`config.mk`:
```
export PLATFORM = sky130hd
export DESIGN_NAME = tv656_decim_decoder
export DESIGN_NICKNAME = d
export VERILOG_FILES = /design/src/rtl/tv656_decim_decoder.sv
export SDC_FILE = /design/constraint.sdc
export NUM_CORES = 1
export LEC_CHECK = 0
export CORE_ASPECT_RATIO = 1.5
export CORE_MARGIN = 2
export CORE_UTILIZATION = 35
export CTS_BUF_LIST = sky130_fd_sc_hd__clkbuf_16
export CTS_CLUSTER_SIZE = 25
export DETAILED_ROUTE_END_ITERATION = 6
export DONT_BUFFER_PORTS = 1
export PLACE_DENSITY_LB_ADDON = 0.05
export SKIP_LAST_GASP = 1
export SLEW_MARGIN = 20
export SYNTH_ARGS = -nofsm -noshare
export SYNTH_HDL_FRONTEND = slang
export SYNTH_SLANG_ARGS = --single-unit
```
`constraint.sdc`:
```
create_clock -name iCLK -period 4.3 [get_ports iCLK]
set_clock_uncertainty 0.15 [all_clocks]
set_input_delay 0.645 -clock iCLK [delete_from_list [all_inputs] [get_ports iCLK]]
set_output_delay 0.645 -clock iCLK [all_outputs]
set_load 0.02 [all_outputs]
```
`src/rtl/tv656_decim_decoder.sv`:
```
// ITU-R 656 word-stream decoder with 1-in-SKIP_N horizontal pixel decimation.
// Emits {Y, C} per kept pixel together with line/field position and timing-reference status.
module tv656_decim_decoder #(
    parameter int DATA_W = 8,
    parameter int SKIP_N = 9,
    parameter int MAX_X  = 720,
    parameter int Y_W    = 10
) (
    input  logic                  iCLK,
    input  logic                  iRST_N,
    input  logic [DATA_W-1:0]     iTD_DATA,
    output logic [2*DATA_W-1:0]   oYCbCr,
    output logic                  oDVAL,
    output logic [9:0]            oTV_X,
    output logic [Y_W-1:0]        oTV_Y,
    output logic                  oFIELD,
    output logic                  oVBLANK,
    output logic                  oSOF,
    output logic                  oERR
);

    localparam int P_W = $clog2(MAX_X + 1);

    typedef enum logic [1:0] {HUNT, BLANK, ACTIVE} state_t;

    state_t            state;
    logic [DATA_W-1:0] d_p0, d_p1, d_p2;
    logic              vld_p0, vld_p1, vld_p2;
    logic [1:0]        ph;
    logic [3:0]        mc;
    logic [P_W-1:0]    pin;
    logic [9:0]        xo;
    logic [DATA_W-1:0] cb_r, cr_r, y0_r;
    logic              pend_vld;
    logic [DATA_W-1:0] pend_y, pend_c;
    logic [9:0]        pend_x;

    logic              preamble, trs, bad_xy, f_bit, v_bit, h_bit, take;
    logic              keep0, keep1, max_hit;
    logic [3:0]        mc1, mc2;
    logic [9:0]        x1;
    logic [P_W-1:0]    pin_inc;

    // Modulo-SKIP_N step done by compare-and-wrap rather than division.
    function automatic logic [3:0] mod_next(input logic [3:0] m);
        if (SKIP_N == 0 || m == 4'(SKIP_N - 1))
            mod_next = 4'd0;
        else
            mod_next = m + 4'd1;
    endfunction

    function automatic logic is_drop(input logic [3:0] m);
        is_drop = (SKIP_N != 0) && (m == 4'(SKIP_N - 1));
    endfunction

    function automatic logic [Y_W-1:0] sat_inc(input logic [Y_W-1:0] v);
        sat_inc = (v == '1) ? v : v + Y_W'(1);
    endfunction

    assign preamble = (d_p2 == '1) && (d_p1 == '0) && (d_p0 == '0);
    assign trs      = preamble && iTD_DATA[DATA_W-1];
    assign bad_xy   = preamble && !iTD_DATA[DATA_W-1];
    assign f_bit    = iTD_DATA[DATA_W-2];
    assign v_bit    = iTD_DATA[DATA_W-3];
    assign h_bit    = iTD_DATA[DATA_W-4];
    // The header's FF word sits in d_p2 on the detect edge, so it is never taken as a pixel.
    assign take     = (state == ACTIVE) && vld_p2 && !trs;
    assign mc1      = mod_next(mc);
    assign mc2      = mod_next(mc1);
    assign keep0    = !is_drop(mc);
    assign keep1    = !is_drop(mc1);
    assign x1       = xo + 10'(keep0);
    assign pin_inc  = pin + P_W'(1);
    assign max_hit  = (pin_inc == P_W'(MAX_X));

    always_ff @(posedge iCLK) begin
        if (!iRST_N) begin
            state    <= HUNT;
            d_p0     <= '0;
            d_p1     <= '0;
            d_p2     <= '0;
            vld_p0   <= 1'b0;
            vld_p1   <= 1'b0;
            vld_p2   <= 1'b0;
            ph       <= '0;
            mc       <= '0;
            pin      <= '0;
            xo       <= '0;
            cb_r     <= '0;
            cr_r     <= '0;
            y0_r     <= '0;
            pend_vld <= 1'b0;
            pend_y   <= '0;
            pend_c   <= '0;
            pend_x   <= '0;
            oYCbCr   <= '0;
            oDVAL    <= 1'b0;
            oTV_X    <= '0;
            oTV_Y    <= '0;
            oFIELD   <= 1'b0;
            oVBLANK  <= 1'b0;
            oSOF     <= 1'b0;
            oERR     <= 1'b0;
        end else begin
            // p0..p2: word delay line with per-word pixel marks
            d_p0   <= iTD_DATA;
            d_p1   <= d_p0;
            d_p2   <= d_p1;
            vld_p0 <= (state == ACTIVE) && !trs;
            vld_p1 <= vld_p0 && !trs;
            vld_p2 <= vld_p1 && !trs;

            oERR     <= bad_xy || (trs && !h_bit && state == ACTIVE);
            oSOF     <= 1'b0;
            oDVAL    <= 1'b0;
            pend_vld <= 1'b0;

            // Y1 of a completed pair leaves one cycle after its Y0, whatever the state.
            if (pend_vld) begin
                oDVAL  <= 1'b1;
                oYCbCr <= {pend_y, pend_c};
                oTV_X  <= pend_x;
            end

            if (trs) begin
                oVBLANK <= v_bit;
                if (f_bit != oFIELD) begin
                    oFIELD <= f_bit;
                    oSOF   <= 1'b1;
                    oTV_Y  <= '0;
                end else if (h_bit) begin
                    oTV_Y <= sat_inc(oTV_Y);
                end

                if (h_bit) begin
                    state <= BLANK;
                end else if (state != HUNT) begin
                    state <= v_bit ? BLANK : ACTIVE;
                    ph    <= '0;
                    mc    <= '0;
                    pin   <= '0;
                    xo    <= '0;
                end
            end else if (take) begin
                // p3: pair assembly Cb, Y0, Cr, Y1
                ph <= ph + 2'd1;
                case (ph)
                    2'd0: cb_r <= d_p2;
                    2'd1: begin
                        y0_r <= d_p2;
                        pin  <= pin_inc;
                        if (max_hit)
                            state <= BLANK;
                    end
                    2'd2: cr_r <= d_p2;
                    default: begin
                        pin <= pin_inc;
                        if (max_hit)
                            state <= BLANK;
                        if (keep0) begin
                            oDVAL  <= 1'b1;
                            oYCbCr <= {y0_r, xo[0] ? cr_r : cb_r};
                            oTV_X  <= xo;
                        end
                        pend_vld <= keep1;
                        pend_y   <= d_p2;
                        pend_c   <= x1[0] ? cr_r : cb_r;
                        pend_x   <= x1;
                        xo       <= x1 + 10'(keep1);
                        mc       <= mc2;
                    end
                endcase
            end
        end
    end

endmodule

```
==> summary.md <==
| Metric | Value |
|---|---|
| GRT Overall Usage | `15.8%` |
| Synth unique cells | `68` |
| Fin. Hold Viols | `0` |
| Minimum clock period | `3.20 ns` |
| Beginning of the worst hold path | `iTD_DATA[7]` |
| Initial antenna violation count | `0` |
| Vias per Instance | `5.11` |
| Die height | `175 µm` |
| Setup CP Type | `reg -> reg` |
| Layout Cells excl Fill | `958` |
| Required time worst endpoint | `4.47 ns` |
| Max Freq | `0.313 GHz` |
| Crit Path Max Fanout | `10` |
| Worst-path clk slew | `0.06 ns` |
| Setup Viol. Count Final | `0` |
| Status | `completed` |
| Synthesized area | `0.00684 mm²` |
| Start of the worst register-to-register path | `mc[0]` |
| DP HPWL | `10300 µm` |
| Nets@finish | `715` |
| Ys flop type | `dfxtp_1` |
| Clk buf depth | `2` |
| Crit path launch | `mc[0]` |
| Synth warnings | `0` |
| DRT Wirelength | `15800 µm` |
| Congestion Overflow GR | `0` |
| P_leak | `3.23 nW` |
| Hold-fix buffers at CTS | `0` |
| Area Overhead vs Synth | `10.5%` |
| H-tree depth | `4` |
| CP endpoint kind | `flop` |
| Row count | `62` |
| Startpoint types | `flop` |
| Initial core utilization | `35.7%` |
| 1st-pass router iterations | `5` |
| Vias after detailed routing | `4897` |
| Arrival time at the worst endpoint | `3.37 ns` |
| Post-CTS Setup Inserts | `0` |
| Net Sw Frac | `21.9%` |
| Clk pwr share | `50.9%` |
| Post-cts gate resize count | `0` |
| WL/cell | `16.5 µm` |
| Worst-Margin Slew | `0.960 ns` |
| Slew Limit Fails | `0` |
| Power density cells | `381 mW/mm²` |
| Die width | `118 µm` |
| Yosys reg bits | `147` |
| Placed Cells | `927` |
| Clock root cell | `clkbuf_16` |
| Pin count of the biggest net entering global routing | `149` |
| Hold crit path type | `in -> reg` |
| CTS tree | `done` |
| Reg power frac | `48.1%` |
| R2R Setup Slk | `1.10 ns` |
| Core region area | `0.0192 mm²` |
| GPL Wtd Cong | `0.796` |
| IO Pins | `51` |
| Post-synthesis sequential area ratio | `43.0%` |
| Total CTS buffers | `17` |
| Post-Synthesis Cells | `713` |
| Drc violations | `0` |
| Max Cap Violations | `0` |
| Setup TNS | `0 ns` |
| Clock Latency Late Sink | `0.42 ns` |
| Num Clock Sinks | `147` |
| Share of cells above drive strength 1 | `10.1%` |
| Synth Area per Inst | `9.59 µm²` |
| First-pass GRT wire length | `25900 µm` |
| Slew headroom | `36.0%` |
| Antenna Nets Post-Route | `0` |
| Asr flop ratio synth | `0%` |
| Antenna cells | `0` |
| Post-synth EDFFs | `0` |
| PortBufs | `0` |
| Number of global-route vias before repair | `4748` |
| Worst IR drop on VDD | `221 µV` |
| RSZ-0062 raised after global routing | `false` |
| Detailed router's first-iteration violation count | `229` |
| Fin crit share | `74.4%` |
| Post-Syn Nets | `738` |
| Die area | `0.0207 mm²` |
| Comb power frac | `1.1%` |
| Pint | `2.25 mW` |
| Switching power | `0.632 mW` |
| Fillers | `1949` |
[power groups by stage]
stage               logic (mW)  registers, mW  clock network (mW)
finish                  0.0306           1.39                1.47
global route            0.0331           1.39                1.57
CTS                     0.0311           1.39                1.52
detailed placement      0.0311           1.42                   0
global placement        0.0310           1.42                   0
floorplan               0.0452           1.41                   0
[cells in the final DEF, fill, tap and decap left out, types with 9 or more instances in the layout]
cell       count
a21boi_0      16
a21boi_1       9
and2_1        28
and3_1        20
clkbuf_16     17
dfxtp_1      146
ha_1          15
mux2i_1       68
nand2_1       95
nand3_1       22
nor2_1        29
nor2b_1       31
o211a_1       35
o21ai_0       14
xnor2_1       10
xor2_1        11
[cells in the mapped netlist (7+ instances only)]
library cell    n  area [µm²]
clkbuf_1       28         105
xor2_1         11        96.3
and2_1         28         175
mux2i_1        68         681
o211a_1        35         350
buf_2           9        45.0
o21ai_0        14        70.1
a31oi_1         8        50.1
a21oi_1         8        40.0
ha_1           15         188
nor2b_1        31         194
a21boi_1        9        67.6
nand3_1        22         110
xnor2_1        10        87.6
nor2_1         29         109
and3_1         20         125
dfxtp_1       147        2940
nand2_1        95         357
a21boi_0       16         120
inv_1           7        26.3
[registers in the layout, indices dropped and copies added, names as in the netlist, 2 cells and up]
signal  count
oYCbCr     16
oTV_X      10
oTV_Y      10
pend_x     10
pin        10
xo         10
cb_r        8
cr_r        8
d_p0        8
d_p1        8
d_p2        8
pend_c      8
pend_y      8
y0_r        8
mc          4
ph          2
state       2
[cells by family (layout without fill, tap and decap cells)]
group	count (synthesis)	in the layout	share of synthesized area (%)
XOR/XNOR	21	21	2.69
AND/OR/NAND/NOR	288	288	23.4
AO/OA/AOI/OAI	122	122	14.6
adder cells (fa/ha/maj)	15	15	2.74
buffers and inverters	52	41	3.51
multiplexers	68	68	9.95
flip-flops	147	147	43.0
[metal layers]
metal,GRT usage (%),wire [µm]
met1,18.9,7090
met2,27.4,7970
met4,5.32,198
met5,0,0
met3,4.08,533
[cell type report]
| class | instances | area [µm²] | area share, % |
|---|---|---|---|
| multi-input cells | 514 | 3660 | 48.5 |
| flip-flops and latches | 147 | 2940 | 39.0 |
| clock buffers | 17 | 425 | 5.63 |
| well taps | 256 | 320 | 4.24 |
| clock inverters | 14 | 155 | 2.05 |
| inverters | 8 | 30.0 | 0.398 |
| repair buffers | 2 | 15.0 | 0.199 |
[metrics by stage]
| step | setup slack (ns) | instance area [µm²] | hold slack (ns) | util (%) | total power [mW] |
|---|---|---|---|---|---|
| floorplan | 1.66 | 6840 | 0.270 | - | 1.45 |
| global placement | 1.23 | 6970 | 0.283 | 36.4 | 1.45 |
| detailed placement | 1.11 | 6970 | 0.282 | 36.4 | 1.45 |
| CTS | 1.09 | 7550 | 0.171 | 39.4 | 2.93 |
| finish | 1.10 | 7550 | 0.192 | 39.4 | 2.88 |
| global route | 0.815 | 7550 | 0.170 | 39.4 | 2.99 |
[worst max-delay path, stage by stage (launching register included)]
cell	delay, ns
dfxtp_1	0.33
inv_1	0.13
ha_1	0.21
nand3b_1	0.22
ha_1	0.67
ha_1	0.27
ha_1	0.19
o21ai_0	0.18
nor4_1	0.40
mux2i_1	0.13
a31o_2	0.22
[final timing paths]
check / endpoint / cells after the start
worst min-delay path: d_p0[7] / 1
worst max-delay path: xo[8] / 10
worst max register to register: xo[8] / 10
worst min register to register: d_p2[0] / 1
No activity file was read; power rests on OpenSTA's default activity.
